<file path="config.mk">
export PLATFORM = sky130hd
export DESIGN_NAME = psum_accum
export DESIGN_NICKNAME = d
export VERILOG_FILES = /design/src/rtl/ws_pkg.sv /design/src/rtl/psum_sat_add.sv /design/src/rtl/psum_accum.sv
export SDC_FILE = /design/constraint.sdc
export NUM_CORES = 1
export LEC_CHECK = 0
export ABC_CLOCK_PERIOD_IN_PS = 4200
export CAP_MARGIN = 25
export CORE_MARGIN = 8
export CORE_UTILIZATION = 47
export DETAILED_ROUTE_END_ITERATION = 6
export GPL_ROUTABILITY_DRIVEN = 0
export PLACE_DENSITY = 0.83
export SYNTH_ARGS = -nofsm -noshare
export SYNTH_HDL_FRONTEND = slang
export SYNTH_SLANG_ARGS = --single-unit
</file>
<file path="constraint.sdc">
create_clock -name clk -period 4.2 [get_ports clk]
set_input_delay 1.26 -clock clk [delete_from_list [all_inputs] [get_ports clk]]
set_output_delay 1.26 -clock clk [all_outputs]
set_load 0.005 [all_outputs]
</file>
<file path="src/rtl/ws_pkg.sv">
// Shared psum types and saturation bounds for the weight-stationary datapath.
// Combinational helpers only; no timing or flow-control behaviour lives here.
package ws_pkg;

  localparam int PSUM_W     = 48;
  localparam int PSUM_MEM_W = 64;

  typedef logic signed [PSUM_W-1:0] psum_t;
  typedef logic [PSUM_MEM_W-1:0]    psum_word_t;

  localparam psum_t PSUM_MAX = {1'b0, {(PSUM_W-1){1'b1}}};
  localparam psum_t PSUM_MIN = {1'b1, {(PSUM_W-1){1'b0}}};

  function automatic psum_word_t psum_sext(input psum_t p);
    return {{(PSUM_MEM_W-PSUM_W){p[PSUM_W-1]}}, p};
  endfunction

endpackage

</file>
<file path="src/rtl/psum_sat_add.sv">
// psum_sat_add: signed saturating adder, purely combinational (0 cycles).
// No flow control; sat flags a clamp to the most positive/negative value.
module psum_sat_add
  import ws_pkg::*;
#(
  parameter int W = PSUM_W
) (
  input  logic signed [W-1:0] a,
  input  logic signed [W-1:0] b,
  output logic signed [W-1:0] sum,
  output logic                sat
);

  logic signed [W:0] full;

  always_comb begin
    full = {a[W-1], a} + {b[W-1], b};
    sat  = full[W] ^ full[W-1];
    if (!sat)
      sum = full[W-1:0];
    else if (full[W])
      sum = {1'b1, {(W-1){1'b0}}};
    else
      sum = {1'b0, {(W-1){1'b1}}};
  end

endmodule

</file>
<file path="src/rtl/psum_accum.sv">
// psum_accum: per-row psum read-modify-write accumulator, write 2 cycles after accept, 1 op/cycle.
// No backpressure: in_valid is always taken; RMW hazards are covered by S2/S3 forwarding.
module psum_accum #(
  parameter int ADDR_W = 32,
  parameter int PSUM_W = ws_pkg::PSUM_W,
  parameter int MEM_W  = ws_pkg::PSUM_MEM_W
) (
  input  logic                clk,
  input  logic                rst,
  input  logic                accum_en,
  input  logic                in_valid,
  input  logic [ADDR_W-1:0]   in_addr,
  input  logic [PSUM_W-1:0]   in_psum,
  output logic [ADDR_W-1:0]   mem_rd_addr,
  input  logic [MEM_W-1:0]    mem_rd_data,
  output logic [MEM_W/8-1:0]  mem_we,
  output logic [ADDR_W-1:0]   mem_wr_addr,
  output logic [MEM_W-1:0]    mem_wr_data,
  output logic                ovf,
  input  logic                ovf_clr,
  output logic [31:0]         wr_count,
  output logic                idle
);

  // S1: accepted op waiting for its read data
  logic                     s1_vld;
  logic                     s1_accum;
  logic [ADDR_W-1:0]        s1_addr;
  logic signed [PSUM_W-1:0] s1_psum;

  // S2: result being written this cycle
  logic                     s2_vld;
  logic [ADDR_W-1:0]        s2_addr;
  logic [MEM_W-1:0]         s2_data;

  // S3: last cycle's write, landed at the same edge a READ_FIRST read was sampled
  logic                     s3_vld;
  logic [ADDR_W-1:0]        s3_addr;
  logic signed [PSUM_W-1:0] s3_psum;

  logic signed [PSUM_W-1:0] operand;
  logic signed [PSUM_W-1:0] sum;
  logic                     sat;
  logic                     unused_rd_hi;

  assign mem_rd_addr  = in_addr;
  assign unused_rd_hi = ^mem_rd_data[MEM_W-1:PSUM_W];

  always_comb begin
    operand = '0;
    if (!s1_accum)
      operand = '0;
    else if (s2_vld && (s2_addr == s1_addr))
      operand = s2_data[PSUM_W-1:0];
    else if (s3_vld && (s3_addr == s1_addr))
      operand = s3_psum;
    else
      operand = mem_rd_data[PSUM_W-1:0];
  end

  psum_sat_add #(
    .W(PSUM_W)
  ) u_add (
    .a   (s1_psum),
    .b   (operand),
    .sum (sum),
    .sat (sat)
  );

  always_ff @(posedge clk) begin
    if (rst) begin
      s1_vld   <= 1'b0;
      s1_accum <= 1'b0;
      s1_addr  <= '0;
      s1_psum  <= '0;
      s2_vld   <= 1'b0;
      s2_addr  <= '0;
      s2_data  <= '0;
      s3_vld   <= 1'b0;
      s3_addr  <= '0;
      s3_psum  <= '0;
      ovf      <= 1'b0;
      wr_count <= '0;
    end else begin
      s1_vld <= in_valid;
      if (in_valid) begin
        s1_accum <= accum_en;
        s1_addr  <= in_addr;
        s1_psum  <= in_psum;
      end

      s2_vld <= s1_vld;
      if (s1_vld) begin
        s2_addr <= s1_addr;
        s2_data <= {{(MEM_W-PSUM_W){sum[PSUM_W-1]}}, sum};
      end

      s3_vld  <= s2_vld;
      s3_addr <= s2_addr;
      s3_psum <= s2_data[PSUM_W-1:0];

      // a saturation landing in the clear cycle keeps the flag set
      if (s1_vld && sat)
        ovf <= 1'b1;
      else if (ovf_clr)
        ovf <= 1'b0;

      if (s2_vld)
        wr_count <= wr_count + 32'd1;
    end
  end

  assign mem_we      = {(MEM_W/8){s2_vld}};
  assign mem_wr_addr = s2_addr;
  assign mem_wr_data = s2_data;
  assign idle        = !(in_valid || s1_vld || s2_vld);

endmodule

</file>
=== Word-level counts from Yosys, hierarchy flattened ===
Cells that the tools add are included.

* Output and inout port bits: 170
* Register bits after elaboration: 277
* Input bits: 149

* Add/subtract/negate cells: 2
* Bitwise logic cells: 1
* Equal/unequal tests: 2
* Mux-type cells: 7
* Reduce and logical (&&, ||, !) cells: 7

{| class="wikitable"
|+ Operator list
! kind !! count
|-
| two-way mux 48 bit || 5
|-
| == test 32 bit || 2
|-
| adder 48 x 48 -> 49 bit || 1
|-
| adder 32 x 1 -> 32 bit, second input constant || 1
|-
| logical AND 1 bit || 3
|-
| logical OR 1 bit || 2
|-
| two-way mux 1 bit || 2
|-
| nonzero test 2 bit || 1
|-
| logical NOT 1 bit || 1
|-
| bitwise XOR 1 bit || 1
|}

=== Longest topological paths before layout ===
Gate-level depths: netlist of run 1.

* Depth after elaboration: 9
* Gate-level depth with buffers: 23
* Gate-level depth less buffers: 21

=== Cells and area by module ===
From an unflattened synthesis of run 1, not the netlist that was laid out.

* Cell total of the unflattened synthesis: 1754
* Area, all modules: 15402.3 µm²

{| class="wikitable"
|+ Modules (own cells, without submodules)
! module !! times used !! area each (µm²) !! seq. area each (µm²) !! cells each
|-
| psum_accum || 1 || 12096.6 || 5545.3 || 1273
|-
| psum_sat_add || 1 || 3305.7 || 0.0 || 481
|}

=== Worst setup path before layout of run 1 ===
OpenSTA, ideal clock, no wires.

* Path type: reg2reg
* Start point: register s1_addr[22]
* End point: register s2_data[33], in the netlist mem_wr_data[33]
* Data arrival time: 4385 ps
* Stages on the path, launching flop included: 24
* Required time: 4076 ps
* Slack: -309 ps
* Period minus slack after synthesis: 4509 ps
* Path through: dfxtp_1 > xor2_1 > nor4_1 > nand4_1 > nor4_1 > nand4_1 > buf_2 > buf_1 > mux2i_1 > nand2_1 > o211a_1 > ha_1 > buf_6 > a21o_1 > a221o_1 > a21o_1 > a21oi_2 > o31ai_1 > a41oi_2 > xor2_2 > o21ai_2 > buf_4 > nor2_4 > nor2_1

* Word-level cells in the longest chain between the ends: 8
* Elaborated cells on any way between the ends: 11
* Those cells by class: add/sub: 1; eq/ne: 2; mux: 5; bitwise: 1; reduce/logical: 2

{| class="wikitable"
|+ RTL lines
! item !! RTL line !! source
|-
| start: declaration || psum_accum.sv:28 || <nowiki>logic [ADDR_W-1:0] s1_addr;</nowiki>
|-
| start signal: assignment || psum_accum.sv:88 || <nowiki>s1_addr <= in_addr;</nowiki>
|-
| == test 32 bit || psum_accum.sv:55 || <nowiki>else if (s3_vld && (s3_addr == s1_addr))</nowiki>
|-
| logical AND 1 bit || psum_accum.sv:55 ||
|-
| two-way mux 48 bit || psum_accum.sv:55 ||
|-
| two-way mux 48 bit (*) || psum_accum.sv:53 || <nowiki>else if (s2_vld && (s2_addr == s1_addr))</nowiki>
|-
| two-way mux 48 bit (*) || psum_accum.sv:51 || <nowiki>if (!s1_accum)</nowiki>
|-
| adder 48 x 48 -> 49 bit (*) || psum_sat_add.sv:17 || <nowiki>full = {a[W-1], a} + {b[W-1], b};</nowiki>
|-
| two-way mux 48 bit / bitwise XOR 1 bit (equally long branches) || psum_sat_add.sv:21, psum_sat_add.sv:18 ||
|-
| two-way mux 48 bit (*) || psum_sat_add.sv:19 || <nowiki>if (!sat)</nowiki>
|-
| end signal: assignment || psum_accum.sv:95 || <nowiki>s2_data <= {{(MEM_W-PSUM_W){sum[PSUM_W-1]}}, sum};</nowiki>
|-
| end: declaration || psum_accum.sv:34 || <nowiki>logic [MEM_W-1:0] s2_data;</nowiki>
|}

Every way passes the cells marked *; elsewhere a longest branch is shown, timed or not.
A chain may end at the register's enable or synchronous reset.

=== Final worst setup path of run 1 ===
* Start point: register s1_addr[22]
* End point: register s2_data[29], in the netlist mem_wr_data[29]

The elaborated chain is that of the path after synthesis.

==> results of run 1 <==
-- worst reg2reg max path: stages (launching register included) --
cell and delay (ns):
dfxtp_2 0.32, xor2_1 0.17, nor4_2 0.29, buf_4 0.15, nand4_1 0.13, nor4_2 0.20
nand4_1 0.15, buf_6 0.17, buf_12 0.15, buf_12 0.15, mux2i_1 0.18, nand2_1 0.08
o211a_1 0.16, ha_4 0.30, nor2_1 0.05, buf_4 0.14, a2111oi_4 0.33, nor2_2 0.11
a2bb2oi_2 0.20, a41o_2 0.25, a32o_2 0.23, a21oi_4 0.12, o21ai_4 0.26, clkinv_4 0.15
clkbuf_16 0.22, a2bb2oi_1 0.20
-- cells in the final DEF (no fill, tap or decap), types with 20 or more instances in the layout --
cell type	count
a21o_1	21
a21oi_1	51
a2bb2oi_2	20
buf_4	273
clkbuf_16	32
clkdlybuf4s50_1	300
dfxtp_1	272
ha_1	26
ha_4	20
mux2i_1	161
nand2_1	124
nand3_1	25
nand4_1	26
nor2_1	198
nor2b_1	83
o211a_1	47
o21ai_0	24
xnor2_1	57
xor2_1	75
-- layout make-up --
type / instances / share of cell area
clock buffers: 39 / 0.0392
inverters: 20 / 0.00377
flip-flops and latches: 277 / 0.261
well taps: 396 / 0.0233
repair buffers: 593 / 0.255
clock inverters: 15 / 0.00854
multi-input cells: 1154 / 0.409
-- cells by family (layout without fill, tap and decap cells) --
| family | Yosys count | in the layout | share of synthesized area |
|---|---|---|---|
| AOI/OAI and AO/OA | 277 | 277 | 0.145 |
| buffers and inverters | 173 | 667 | 0.0623 |
| and+or+nand+nor | 522 | 522 | 0.168 |
| adders and majority gates | 55 | 55 | 0.0473 |
| muxes | 165 | 165 | 0.114 |
| xor gates and xnor gates | 135 | 135 | 0.0824 |
| DFF | 277 | 277 | 0.382 |
-- flip-flops by register name, indices dropped and copies added (netlist names) --
signal / cells
mem_wr_addr: 32
mem_wr_data: 48
ovf: 1
s1_accum: 1
s1_addr: 32
s1_psum: 48
s1_vld: 1
s2_vld: 1
s3_addr: 32
s3_psum: 48
s3_vld: 1
wr_count: 32
-- through the flow --
stage                     area, um^2  hold slack (ns)   util  power, mW  TNS [ns]
after floorplan                14600            0.461      -       3.45    -0.281
after global placement         19500            0.462  0.638       3.99    -30.81
after detailed placement       19500            0.476  0.638       4.02    -32.46
after CTS                      20600            0.484  0.674       6.75    -26.94
after global routing           21200            0.517  0.696       7.05    -46.99
final                          21200            0.483  0.696       6.80    -32.07
-- final timing paths --
| path | startpoint | endpoint | cells past startpoint |
|---|---|---|---|
| setup / recovery | s1_addr[22] | mem_wr_data[29] | 25 |
| hold / removal | ovf | ovf | 2 |
| hold reg to reg | ovf | ovf | 2 |
| setup reg to reg | s1_addr[22] | mem_wr_data[29] | 25 |
-- cell usage after synthesis, types with 3 or more instances --
master and number:
o21a_1 5, o211a_1 47, nor4_1 11, a2111oi_0 3
a31oi_1 6, o22ai_1 7, maj3_2 3, xnor2_1 57
o211ai_1 5, o21bai_1 6, nand2_1 125, nand2b_1 8
nand3_1 25, ha_1 49, inv_1 20, and3_1 15
buf_4 60, o22a_1 5, a21oi_1 59, o21ai_1 4
nand4_1 26, nor2b_1 85, o21ai_0 33, xor2_1 76
nor3_1 10, a211oi_1 10, buf_1 9, a2bb2oi_1 28
clkbuf_1 69, a21o_1 21, a41oi_1 3, a211oi_2 7
and2_1 5, dfxtp_1 277, buf_2 13, mux2i_1 163
a21oi_2 4, and4_1 4, nor2_1 199
-- layer usage --
| metal | vias to the layer above | global-route usage | part of all wire |
|---|---|---|---|
| met1 | 6515 | 0.278 | 0.39 |
| met4 | 2 | 0.0856 | 0.041 |
| met3 | 167 | 0.0537 | 0.079 |
| li1 | 6476 | - | - |
| met2 | 600 | 0.434 | 0.49 |
| met5 | - | 0 | 0.00025 |
-- power groups by stage --
stage / registers (mW) / logic, mW / clock network [mW]
after CTS: 2.84 / 1.15 / 2.76
after global placement: 2.89 / 1.10 / 0
after global routing: 2.86 / 1.31 / 2.87
after floorplan: 2.88 / 0.568 / 0
after detailed placement: 2.90 / 1.13 / 0
final: 2.85 / 1.23 / 2.72
-- timing repair --
| action | in CTS | in global routing |
|---|---|---|
| gates cloned | 0 | 3 |
| endpoints found under the setup margin | 49 | 49 |
| pin swaps | 7 | 20 |
| setup buffers | 1 | 9 |
| resized for setup | 18 | 86 |
==> qor.yml, run 1 <==
cts.sinks: 277
seqCellArea_um2: 5550
grt_pass1_wl_um: 72800
critPathLaunchType: "flop"
synth_area_um2: 14500
cts-htree-levels: 1
setup.worst_path.end_class: "flop"
slew_headroom: 0.309
grt_max_degree: 137
synth_area_leaders: "dfxtp_1 (38%), mux2i_1 (11%), nor2_1 (5.1%), xor2_1 (4.6%), ha_1 (4.2%)"
via_count: 13800
cts_tree: "yes"
design.core.area_um2: 30500
setup-violations-final: 49
synth_edf_count: 0
yosysTopAreaCell: "dfxtp_1"
synth_cell_types: 71
placementRows: 64
syn_inst: 1604
detail_route.wl_per_cell_um: 19.6
slew_viol_final: 0
critPathSlowestCell: "a2111oi_4"
max-clock-path-buffers: 3
cap_violations: 0
setup_ws_ns: -0.787
critPathKind: "reg2reg"
vias_per_cell: 5.52
p_comb_frac: 0.181
postCtsHoldBufs: 0
die_area_um2: 36800
place_hpwl_um: 33400
antenna_found_initial: 1
grt_use_total: 0.242
critPathMaxStageDelay_ns: 0.33
synth-seq-area-share: 0.382
multi_input_area_um2: 8680
drc: 0
critPathBufInv: 7
power_density_nw_per_um2: 320
p_clk_frac: 0.400
place_inst: 2428
hold_viol: 0
dr.pass1.iters: 6
path_delay_family: "compound AO/OA/AOI/OAI gates"
ys.warnings.count: 0
drt_wl_total_um: 48800
ant_nets: 0
fin_nets: 2274
synth_nets: 1803
grt_setup_unrepaired: "true"
antennaDiodeCount: 0
drtIter0Drc: 1131
drive_gt1_frac: 0.221
stdcell_count: 2494
period_share: 1.19
async_flop_share: 0
initial_core_util: 0.476
cts_buffers: 29
die_y_um: 192
cts_root_buf: "clkbuf_16"
clk_pin_slew_ns: 0.06
p_int_mw: 5.01
period_needed_ns: 4.99
fill_cells: 2138
fmax_ghz: 0.201
worst_slew_pin_slew_ns: 1.04
avgSynthCellArea_um2: 9.06
violations: "setup timing"
p_leak_nw: 9.74
clk_latency_ns: 0.57
pin_count: 319
overflow: 0
ys_ff_latch: 277
crit_arrival_ns: 5.46
yosys_most_used_dff: "dfxtp_1"
synth_top_area_frac: 0.382
peakVddDrop_mv: 0.370
power.switching_mw: 1.79
cp_max_fo: 11
rrSetupSlack_ns: -0.79
min-delay-path-class: "reg2reg"
status: "finished with violations"
skew_ns: 0.0110
critical_path_required_ns: 4.67
die_x_um: 192
synthToLayoutAreaGrowth_pct: 46.1
grt_pass1_vias: 14000
io_buffers: 302
dp_worst_setup_slack_ns: -0.732
seq_power_share: 0.419
p_sw_frac: 0.264
Note: power is estimated with default switching activity, not from simulation.
==> run 2: changes to the inputs <==
--- a/config.mk
+++ b/config.mk
@@ -8,10 +8,10 @@
 export ABC_CLOCK_PERIOD_IN_PS = 4200
 export CAP_MARGIN = 25
 export CORE_MARGIN = 8
-export CORE_UTILIZATION = 47
+export CORE_UTILIZATION = 25
 export DETAILED_ROUTE_END_ITERATION = 6
 export GPL_ROUTABILITY_DRIVEN = 0
-export PLACE_DENSITY = 0.83
+export PLACE_DENSITY = 0.52
 export SYNTH_ARGS = -nofsm -noshare
 export SYNTH_HDL_FRONTEND = slang
 export SYNTH_SLANG_ARGS = --single-unit
==> run 2 against run 1 <==
Sequential power barely moved. Combinational power barely moved. Highest routed layer unchanged. The flow still finishes with violations (setup timing). Largest power group is now clock. Cell count rose by 17%. Maximum frequency rose by 1.7%.
==> qor.yml, run 2 (synthesis results as in run 1) <==
power.switching_mw: 1.91
cts.sinks: 277
hold_ws_ns: 0.498
slew_headroom: 0.311
crit_start: "s1_addr[29]"
min-delay-path-class: "reg2reg"
setup_ws_ns: -0.701
cp_max_fo: 5
violations: "setup timing"
grt_pass1_wl_um: 79500
hold_viol: 0
status: "finished with violations"
p_sw_frac: 0.259
pin_count: 319
antenna_found_initial: 5
die_y_um: 257
fin_nets: 2323
io_buffers: 302
overflow: 0
grt_max_degree: 129
period_share: 1.17
setup-violations-final: 49
clk_pin_slew_ns: 0.05
placementRows: 88
initial_core_util: 0.252
place_hpwl_um: 38500
max-clock-path-buffers: 3
critPathLaunchType: "flop"
critPathKind: "reg2reg"
place_area_um2: 20000
cts_root_buf: "clkbuf_16"
drt_wl_total_um: 51500
critical_path_required_ns: 4.68
setup.worst_path.end_class: "flop"
wl_met1_um: 22300
seq_power_share: 0.386
total_power_mw: 7.38
p_leak_nw: 10.1
slew_viol_final: 0
drtIter0Drc: 439
design.core.area_um2: 57600
final_util: 0.391
p_int_mw: 5.47
holdPathStages: 2
die_x_um: 257
grt_setup_unrepaired: "true"
antennaDiodeCount: 0
critPathMaxStageDelay_ns: 0.36
p_comb_frac: 0.171
crit_arrival_ns: 5.38
p_clk_frac: 0.443
cts_buffers: 37
final_common_cell: "clkdlybuf4s50_1"
skew_ns: 0.0112
dr_wl_met2_um: 24200
worst_slew_pin_slew_ns: 1.03
die_area_um2: 66100
cap_violations: 0
wl_met3_um: 3840
dp_worst_setup_slack_ns: -1.15
top_layer: "met5"
ant_nets: 0
synthToLayoutAreaGrowth_pct: 55.0
drive_gt1_frac: 0.247
grt_use_total: 0.150
fmax_ghz: 0.204
hp-start: "ovf"
reg2regPathDepth: 26
final_cell_mix: "clkdlybuf4s50_1 (300), buf_4 (297), dfxtp_1 (271)"
vias_per_cell: 4.50
critPathSlowestCell: "nor4_1"
cts-htree-levels: 2
peakVddDrop_mv: 0.261
power_density_nw_per_um2: 327
detail_route.wl_per_cell_um: 17.7
clk_latency_ns: 0.55
drc: 0
period_needed_ns: 4.90
rr_startpoint: "s1_addr[29]"
cts_tree: "yes"
via_count: 13100
design_area_um2: 22500
dr.pass1.iters: 5
grt_pass1_vias: 13800
-- run 2: cell types whose count changed in the layout (fill, tap and decap cells not counted), sizes merged --
cell / before / now
bufinv: 3 / 5
buf: 290 / 333
inv: 21 / 22
clkbuf: 42 / 51
clkinvlp: 2 / 1
clkinv: 9 / 6
bufbuf: 0 / 1
-- run 2: cell type report --
cell class	instances	area, um^2
clock buffers	51	1020
clock inverters	14	235
fillers	5715	35100
inverters	20	77.6
multi-input cells	1154	8880
flip-flops and latches	277	5550
well taps	765	957
repair buffers	634	5810
-- run 2: worst max-delay path: cells and delay by family (launching register included) --
kind	cells	cell delay, ns
AO/OA/AOI/OAI	8	1.52
XOR/XNOR	1	0.19
adder cells (fa/ha/maj)	2	0.47
buffers and inverters	6	0.75
flip-flops	1	0.32
multiplexers	1	0.11
AND/OR/NAND/NOR	8	1.41
-- run 2: metal layers --
layer | up-vias | global-route usage
met3 | 67 | 0.0520
met1 | 6180 | 0.179
met5 | - | 0
li1 | 6570 | -
met4 | 6 | 0.0355
met2 | 287 | 0.257
-- run 2: worst paths after layout --
kind                           to  slack, ns
setup reg to reg  mem_wr_data[45]      -0.70
hold / removal                ovf       0.50
hold reg to reg               ovf       0.50
setup / recovery  mem_wr_data[45]      -0.70
-- run 2: power by group through the flow --
stage	clock network (mW)	logic [mW]	registers, mW
floorplan	0	0.568	2.88
global placement	0	1.16	2.89
detailed placement	0	1.17	2.90
CTS	3.39	1.24	2.85
global route	3.50	1.38	2.86
finish	3.27	1.26	2.85
-- run 2: through the flow --
step,std cells,TNS (ns)
after floorplan,1604,-0.281
after global placement,2817,-49.03
after detailed placement,2817,-53.55
after CTS,2904,-33.34
after global routing,2915,-43.98
final,2915,-31.24
-- run 2: what timing repair did --
| item | 4_1_cts | 5_1_grt |
|---|---|---|
| setup endpoints to repair | 49 | 49 |
| gates cloned | 4 | 0 |
| pin swaps | 30 | 23 |
| gates resized for setup | 118 | 51 |
| buffers inserted | 19 | 13 |
| hold buffers | 0 | 0 |
==> run 3: changes to the inputs <==
--- a/config.mk
+++ b/config.mk
@@ -5,13 +5,14 @@
 export SDC_FILE = /design/constraint.sdc
 export NUM_CORES = 1
 export LEC_CHECK = 0
+export ABC_AREA = 1
 export ABC_CLOCK_PERIOD_IN_PS = 4200
 export CAP_MARGIN = 25
 export CORE_MARGIN = 8
 export CORE_UTILIZATION = 25
 export DETAILED_ROUTE_END_ITERATION = 6
 export GPL_ROUTABILITY_DRIVEN = 0
-export PLACE_DENSITY = 0.52
+export PLACE_DENSITY = 0.5
 export SYNTH_ARGS = -nofsm -noshare
 export SYNTH_HDL_FRONTEND = slang
 export SYNTH_SLANG_ARGS = --single-unit
==> run 3 against run 2 <==
Non-clock buffer count shrank 66. Clock power down 8.6%. Area after synthesis is 11% higher. Register-to-register slack improved by 0.86 ns. Routed wire length is 25% higher. Via count grew 27%. Core utilization shrank 2.9 points. The flow now finishes without violations.
==> qor.yml, run 3 <==
status: "completed"
synth_nets: 2707
synth_area_leaders: "dfxtp_1 (34%), nand2_1 (12%), nor2_1 (9.2%), inv_1 (9.1%), a21oi_1 (6.4%)"
postCtsHoldBufs: 0
whs_endpoint: "s3_psum[5]"
holdPathStages: 2
cts_tree: "yes"
grt_pass1_vias: 16700
final_util: 0.363
cpMostUsedCell: "nor2_2"
rr_startpoint: "s1_addr[15]"
ys.warnings.count: 0
p_leak_nw: 10.4
p_comb_frac: 0.204
clk_pin_slew_ns: 0.06
min-delay-path-class: "reg2reg"
synth_commonest_cells: "nand2_1 (502), nor2_1 (395), inv_1 (392), dfxtp_1 (277), a21oi_1 (206)"
io_buffers: 302
critPathMaxStageDelay_ns: 0.36
antenna_found_initial: 2
antennaDiodeCount: 0
die_area_um2: 73000
die_y_um: 270
async_flop_share: 0
p_clk_frac: 0.404
power_density_nw_per_um2: 318
clk_latency_ns: 0.55
crit_start: "s1_addr[15]"
fin_nets: 3166
synth_top_area_frac: 0.343
grt_pass1_wl_um: 94200
power.switching_mw: 2.09
tns_ns: 0
dr_wl_met2_um: 31400
drtIter0Drc: 780
cp_max_fo: 7
design.core.area_um2: 64200
period_share: 0.962
reg2regPathDepth: 26
p_sw_frac: 0.283
seq_power_share: 0.392
critPathKind: "reg2reg"
wl_met3_um: 2730
die_x_um: 270
max-clock-path-buffers: 3
drc: 0
cts-htree-levels: 2
place_hpwl_um: 47400
synth_cell_types: 45
seqCellArea_um2: 5550
pin_count: 319
synth_edf_count: 0
yosysMostFrequentCell: "nand2_1"
drive_gt1_frac: 0.159
slew_viol_final: 0
rrSetupSlack_ns: 0.16
skew_ns: 0.0138
cts.sinks: 277
ant_nets: 0
yosysTopAreaCell: "dfxtp_1"
final_common_cell: "nand2_1"
yosys_most_used_dff: "dfxtp_1"
multi_input_area_um2: 8540
initial_core_util: 0.252
wl_met1_um: 29200
synth_area_um2: 16200
synthToLayoutAreaGrowth_pct: 44.2
rr_endpoint: "mem_wr_data[42]"
placementRows: 93
period_needed_ns: 4.04
slew_headroom: 0.357
p_int_mw: 5.31
drt_wl_total_um: 64600
ys_ff_latch: 277
setup.worst_path.end_class: "flop"
fill_cells: 6983
avgSynthCellArea_um2: 6.44
grt_max_degree: 50
setup-violations-final: 0
final_cell_mix: "nand2_1 (475), inv_1 (391), nor2_1 (375)"
grt_use_total: 0.160
top_layer: "met5"
dr.pass1.iters: 6
via_count: 16700
peakVddDrop_mv: 0.214
overflow: 0
critPathLaunchType: "flop"
vias_per_cell: 4.34
cts_buffers: 36
detail_route.wl_per_cell_um: 16.8
critPathSlowestCell: "ha_1"
synth-seq-area-share: 0.343
hold_viol: 0
cap_violations: 0
grt_setup_unrepaired: "true"
hp-start: "mem_wr_data[5]"
fmax_ghz: 0.247
crit_arrival_ns: 4.48
worst_slew_pin_slew_ns: 0.956
cts_root_buf: "clkbuf_16"
critical_path_required_ns: 4.64
syn_inst: 2508
## run 3: area by class of cell
cell class | instances | area share
inverters | 417 | 0.0673
clock inverters | 6 | 0.00424
well taps | 855 | 0.0459
repair buffers | 568 | 0.234
flip-flops and latches | 277 | 0.238
clock buffers | 52 | 0.0434
multi-input cells | 1667 | 0.367
## run 3: how the worst max path moves through the flow
stage / to / slack, ns / cells past startpoint
after floorplan: mem_wr_data[25] / 0.62 / 25
after global placement: mem_wr_data[30] / -0.07 / 21
after detailed placement: mem_wr_data[36] / -0.11 / 21
after CTS: mem_wr_data[36] / 0.006 / 23
after global routing: mem_wr_data[42] / -0.05 / 27
final: mem_wr_data[42] / 0.16 / 26
## run 3: through the flow
step	hold WS, ns	cell area [um^2]	std cells	power (mW)	setup WS (ns)
3_5_place_dp	0.441	21300	3742	4.37	-0.106
5_1_grt	0.466	23300	3842	7.79	-0.0526
4_1_cts	0.443	22400	3801	7.44	0.00587
6_report	0.451	23300	3842	7.40	0.159
3_3_place_gp	0.439	21300	3742	4.37	-0.0733
2_1_floorplan	0.441	16200	2508	3.67	0.624
## run 3: timing repair
item | 4_1_cts | 5_1_grt
pin swaps | 2 | 29
resized for setup | 1 | 125
setup endpoints to repair | 27 | 49
cloned | 0 | 16
setup buffers | 1 | 25
## run 3: logic make-up after synthesis
group,synth area share
and+or+nand+nor,0.280
AOI/OAI and AO/OA,0.159
xor gates and xnor gates,0.0304
buffers and inverters,0.149
adders and majority gates,0.0392
DFF,0.343
## run 3: layer usage
metal,vias up,GRT usage
li1,8738,-
met1,7548,0.196
met2,315,0.288
met3,71,0.0281
met5,-,0
met4,4,0.0403
## run 3: worst max-delay path, delay by kind of cell (launching register included)
kind / cells / cell delay, ns
AND/OR/NAND/NOR: 14 / 1.77
buffers and inverters: 6 / 0.90
AO/OA/AOI/OAI: 5 / 0.56
adder cells (fa/ha/maj): 1 / 0.36
flip-flops: 1 / 0.31
## run 3: power by group through the flow
stage               clock [mW]  combinational [mW]  sequential (mW)
finish                    2.99                1.51             2.90
global placement             0                1.41             2.96
global route              3.20                1.67             2.92
CTS                       3.11                1.43             2.90
detailed placement           0                1.41             2.96
floorplan                    0               0.733             2.93
==> patch 1, RTL diff (settings of run 2) <==
Add an input register stage for `accum_en`, `in_valid`, `in_addr`, `in_psum`, `mem_rd_data` and `ovf_clr`; this delays them by one clock.
--- a/src/rtl/psum_accum.sv
+++ b/src/rtl/psum_accum.sv
@@ -24,2 +24,18 @@
 
+  logic accum_en_q;
+  logic in_valid_q;
+  logic [ADDR_W-1:0] in_addr_q;
+  logic [PSUM_W-1:0] in_psum_q;
+  logic [MEM_W-1:0] mem_rd_data_q;
+  logic ovf_clr_q;
+
+  always_ff @(posedge clk) begin
+    accum_en_q    <= accum_en;
+    in_valid_q    <= in_valid;
+    in_addr_q     <= in_addr;
+    in_psum_q     <= in_psum;
+    mem_rd_data_q <= mem_rd_data;
+    ovf_clr_q     <= ovf_clr;
+  end
+
   // S1: accepted op waiting for its read data
@@ -45,4 +61,4 @@
 
-  assign mem_rd_addr  = in_addr;
-  assign unused_rd_hi = ^mem_rd_data[MEM_W-1:PSUM_W];
+  assign mem_rd_addr  = in_addr_q;
+  assign unused_rd_hi = ^mem_rd_data_q[MEM_W-1:PSUM_W];
 
@@ -57,3 +73,3 @@
     else
-      operand = mem_rd_data[PSUM_W-1:0];
+      operand = mem_rd_data_q[PSUM_W-1:0];
   end
@@ -84,7 +100,7 @@
     end else begin
-      s1_vld <= in_valid;
-      if (in_valid) begin
-        s1_accum <= accum_en;
-        s1_addr  <= in_addr;
-        s1_psum  <= in_psum;
+      s1_vld <= in_valid_q;
+      if (in_valid_q) begin
+        s1_accum <= accum_en_q;
+        s1_addr  <= in_addr_q;
+        s1_psum  <= in_psum_q;
       end
@@ -104,3 +120,3 @@
         ovf <= 1'b1;
-      else if (ovf_clr)
+      else if (ovf_clr_q)
         ovf <= 1'b0;
@@ -115,3 +131,3 @@
   assign mem_wr_data = s2_data;
-  assign idle        = !(in_valid || s1_vld || s2_vld);
+  assign idle        = !(in_valid_q || s1_vld || s2_vld);
 
Formal check against the unedited RTL: not equivalent (Yosys sat finds a counterexample within 4 cycles, from zero or initial values and one cycle with rst high).
==> patch 1 against run 2 <==
- the flow still finishes with violations (negative setup slack)
- synthesized area increased by 17%
- sequential power increased by 47%
- cell count increased by 7.4%
- critical path depth decreased by 2
- sequential share of layout area increased by 8.1 points
- clock power increased by 34%
- sequential cell count increased by 131
- power increased by 33%
- global-route usage decreased by 1.5 points
- utilization decreased by 1.9 points
- design area increased by 11%
- worst setup slack got worse by 300 ps
- clock skew increased by 18 ps
- routed wire length increased by 4.6%
- largest cell class unchanged
==> patch 1: results (changes against run 2) <==
- The data arrival at the endpoint of the critical path is 5670 ps (+290 ps).
- The worst-case headroom to the max-slew limit is 43.0% (+12 points).
- The startpoint identified for the worst register-to-register timing path is s1_addr[22].
- The TritonCTS buffer count is 47 (+27%).
- The length of routed met3 wiring is 2730 um (-29%).
- The largest fanout on the critical path is 29 (+24).
- The flow ran to the end, but the final reports show violations.
- The count of different cell masters after synthesis came to 73 (+2.8%).
- The final-stage net count came to 2418 (+4.1%).
- The commonest cells after synthesis are sky130_fd_sc_hd__dfxtp_1 (408), sky130_fd_sc_hd__nor2_1 (181), sky130_fd_sc_hd__mux2i_1 (164).
- The category of cells accounting for the largest share of critical-path delay is simple AND/OR/NAND/NOR gates.
- The initial antenna violation count came to 4 (-1).
- By area the synthesized netlist is led by sky130_fd_sc_hd__dfxtp_1 (48%), sky130_fd_sc_hd__mux2i_1 (9.6%), sky130_fd_sc_hd__nor2_1 (4.0%).
- The setup total negative slack is -46050 ps (-14810 ps).
- The worst-skew pair later-pin latency came to 590 ps (+40 ps).
- The final reports fail on negative setup slack.
- The total number of vias is 13800 (+5.0%).
- The wire length of the first global-routing pass is 83100 um (+4.5%).
- The clock skew after layout was 29.2 ps (+17.9 ps).
- The final instance count without filler cells was 3131 (+7.4%).
- The number of setup violations in the final report is 49 (unchanged).
- The share of the synthesized area in compound gates (AO/OA/AOI/OAI) is 13.5% (-0.98 points).
- The least setup slack across all paths after layout is -1000 ps (-301 ps).
- The average detailed-routed wire length per instance is 17.2 um (-2.7%).
- The number of instances in the placed design is 3030 (+7.6%).
==> patch 1: repair_timing <==
| item | CTS | global route |
|---|---|---|
| setup buffers | 8 | 4 |
| gates cloned | 1 | 0 |
| resized for setup | 37 | 34 |
| pin swaps | 10 | 1 |
| endpoints found under the setup margin | 49 | 49 |
==> patch 1: report_power, final <==
group          total (mW)  leakage (nW)  internal (mW)  switching (mW)
combinational        1.21          7.05          0.672           0.537
sequential           4.20          3.38           4.07           0.131
clock                4.37         0.843           2.69            1.69
==> patch 1: cells by family after synthesis <==
| logic type | count (synthesis) |
|---|---|
| AND/OR/NAND/NOR | 526 |
| multiplexers | 164 |
| XOR/XNOR | 132 |
| AO/OA/AOI/OAI | 283 |
| adder cells (fa/ha/maj) | 51 |
| buffers and inverters | 137 |
| flip-flops | 408 |
==> patch 1: path summary, 6_finish.rpt <==
path                            depth (start not counted)  slack [ps]         endpoint
worst max-delay path                                   24       -1000  mem_wr_data[18]
worst min-delay path                                    2         460       s1_psum[1]
worst max register to register                         24       -1000  mem_wr_data[18]
worst min register to register                          2         460       s1_psum[1]
==> patch 1: final cells by class <==
cell class	instances	area (um2)	area share, %
diodes	3	7.51	0.0300
clock buffers	66	1430	5.71
clock inverters	19	268	1.07
inverters	24	95.1	0.380
multi-input cells	1157	8650	34.6
flip-flops and latches	408	8200	32.8
well taps	873	1090	4.37
repair buffers	581	5280	21.1
==> patch 1: per-stage QoR <==
| step | hold WS, ps | total power, mW |
|---|---|---|
| floorplan | 440 | 4.81 |
| global placement | 454 | 5.45 |
| detailed placement | 459 | 5.46 |
| CTS | 469 | 9.95 |
| global route | 492 | 10.2 |
| finish | 464 | 9.78 |
==> patch 1: metal layers <==
layer	GRT usage [%]	vias to the layer above
met5	0	-
met4	4.93	2
met3	3.36	87
met2	23.2	234
met1	16.4	6536
li1	-	6901
==> patch 2, RTL diff (settings of run 2) <==
Made on the original files. The package constant `PSUM_MEM_W` goes from 64 to 96.
--- a/src/rtl/ws_pkg.sv
+++ b/src/rtl/ws_pkg.sv
@@ -5,3 +5,3 @@
   localparam int PSUM_W     = 48;
-  localparam int PSUM_MEM_W = 64;
+  localparam int PSUM_MEM_W = 96;
 
Interface: changed (resized mem_rd_data, mem_we and mem_wr_data); port bits go from 319 to 387. The function was not compared with the original's and may differ.
==> patch 2 against run 2 <==
- sequential cell count did not move
- design area fell by 0.47%
- synthesized area increased by 1.9%
- power rose by 0.78%
- routed wire length is 2.9% higher
- die area up 1.7%
- synthesized cell count rose by 2.2%
- the run still ends with negative setup slack left
- worst setup slack lost 62 ps
- largest cell class unchanged
- sequential share of layout area rose by 0.14 points
- critical path type unchanged
==> patch 2: results (changes against run 2) <==
- The startpoint of the worst register-to-register path is s1_addr[12].
- The delay of the slowest cell on the worst path came to 340 ps (-20 ps).
- The number of nets in the synthesized netlist was 1871 (+3.8%).
- The number of setup violations in the final report is 49 (unchanged).
- The fraction of final layout cells with drive strength greater than 1 was 22.2% (-2.4 points).
- The flow ran to the end, but the final reports show violations.
- The number of instances in the placed design is 2851 (+1.2%).
- The data arrival at the endpoint of the critical path came to 5420 ps (+40 ps).
- The worst IR drop on VDD is 261 uV (-0.11%).
- The number of input and output port buffers inserted was 338 (+12%).
- The worst-case setup slack after placement is -953 ps (+198 ps).
- Ranked by total cell area, the synthesized netlist is headed by sky130_fd_sc_hd__dfxtp_1 (37%), sky130_fd_sc_hd__mux2i_1 (11%), sky130_fd_sc_hd__nor2_1 (5.0%).
- The pin count of the biggest net entering global routing is 132 (+2.3%).
- The setup total negative slack is -33520 ps (-2290 ps).
- The final reports fail on negative setup slack.
- The total number of vias came to 13300 (+1.3%).
- The final-stage net count is 2364 (+1.8%).
- The relative contribution of sequential cells to total power was 38.3% (-0.3 points).
- The initial antenna violation count came to 4 (-1).
- The DRC marker count from the first detailed-route iteration is 446 (+1.6%).
- The fraction of the mapped netlist area in adder cells is 4.64% (-0.086 points).
- The via count of the first global-routing pass is 13900 (+1.0%).
- The area of placed instances is 0.0204 mm2 (+1.9%).
- The critical path startpoint is s1_addr[12].
- The post-synthesis xor/xnor area fraction was 8.09% (-0.15 points).
- The least setup slack across all paths after layout is -763 ps (-61.7 ps).
- The post-CTS setup repair buffer count was 1 (-18).
- The post-detailed-placement half-perimeter wirelength is 39300 um (+2.2%).
- The total wire length after detailed routing is 52900 um (+2.9%).
- The via-per-instance ratio is 4.53 (+0.64%).
- The worst-margin pin slew is 896 ps (-139 ps).
- The post-CTS resize count is 37 (-69%).
[patch 2: cell types whose count changed after synthesis]
cell and delta:
sky130_fd_sc_hd__buf_4 +36
[patch 2: path summary, 6_finish.rpt]
kind                      to  slack, ps  depth (start not counted)
max          mem_wr_data[37]       -760                         24
min reg2reg              ovf        470                          2
min                      ovf        470                          2
max reg2reg  mem_wr_data[37]       -760                         24
[patch 2: layout make-up]
type | instances | area (um2)
flip-flops and latches | 277 | 5560
inverters | 20 | 80.1
multi-input cells | 1154 | 8590
well taps | 773 | 967
clock inverters | 14 | 218
fillers | 5936 | 36400
clock buffers | 50 | 1050
repair buffers | 644 | 5950
diodes | 3 | 7.51
[patch 2: layer usage]
| metal | track usage, % | vias up | routed length [um] |
|---|---|---|---|
| met5 | 0 | - | 41 |
| met1 | 16.9 | 6324 | 22200 |
| met4 | 4.09 | 6 | 1150 |
| met2 | 26.4 | 291 | 25800 |
| li1 | - | 6596 | - |
| met3 | 5.13 | 68 | 3780 |
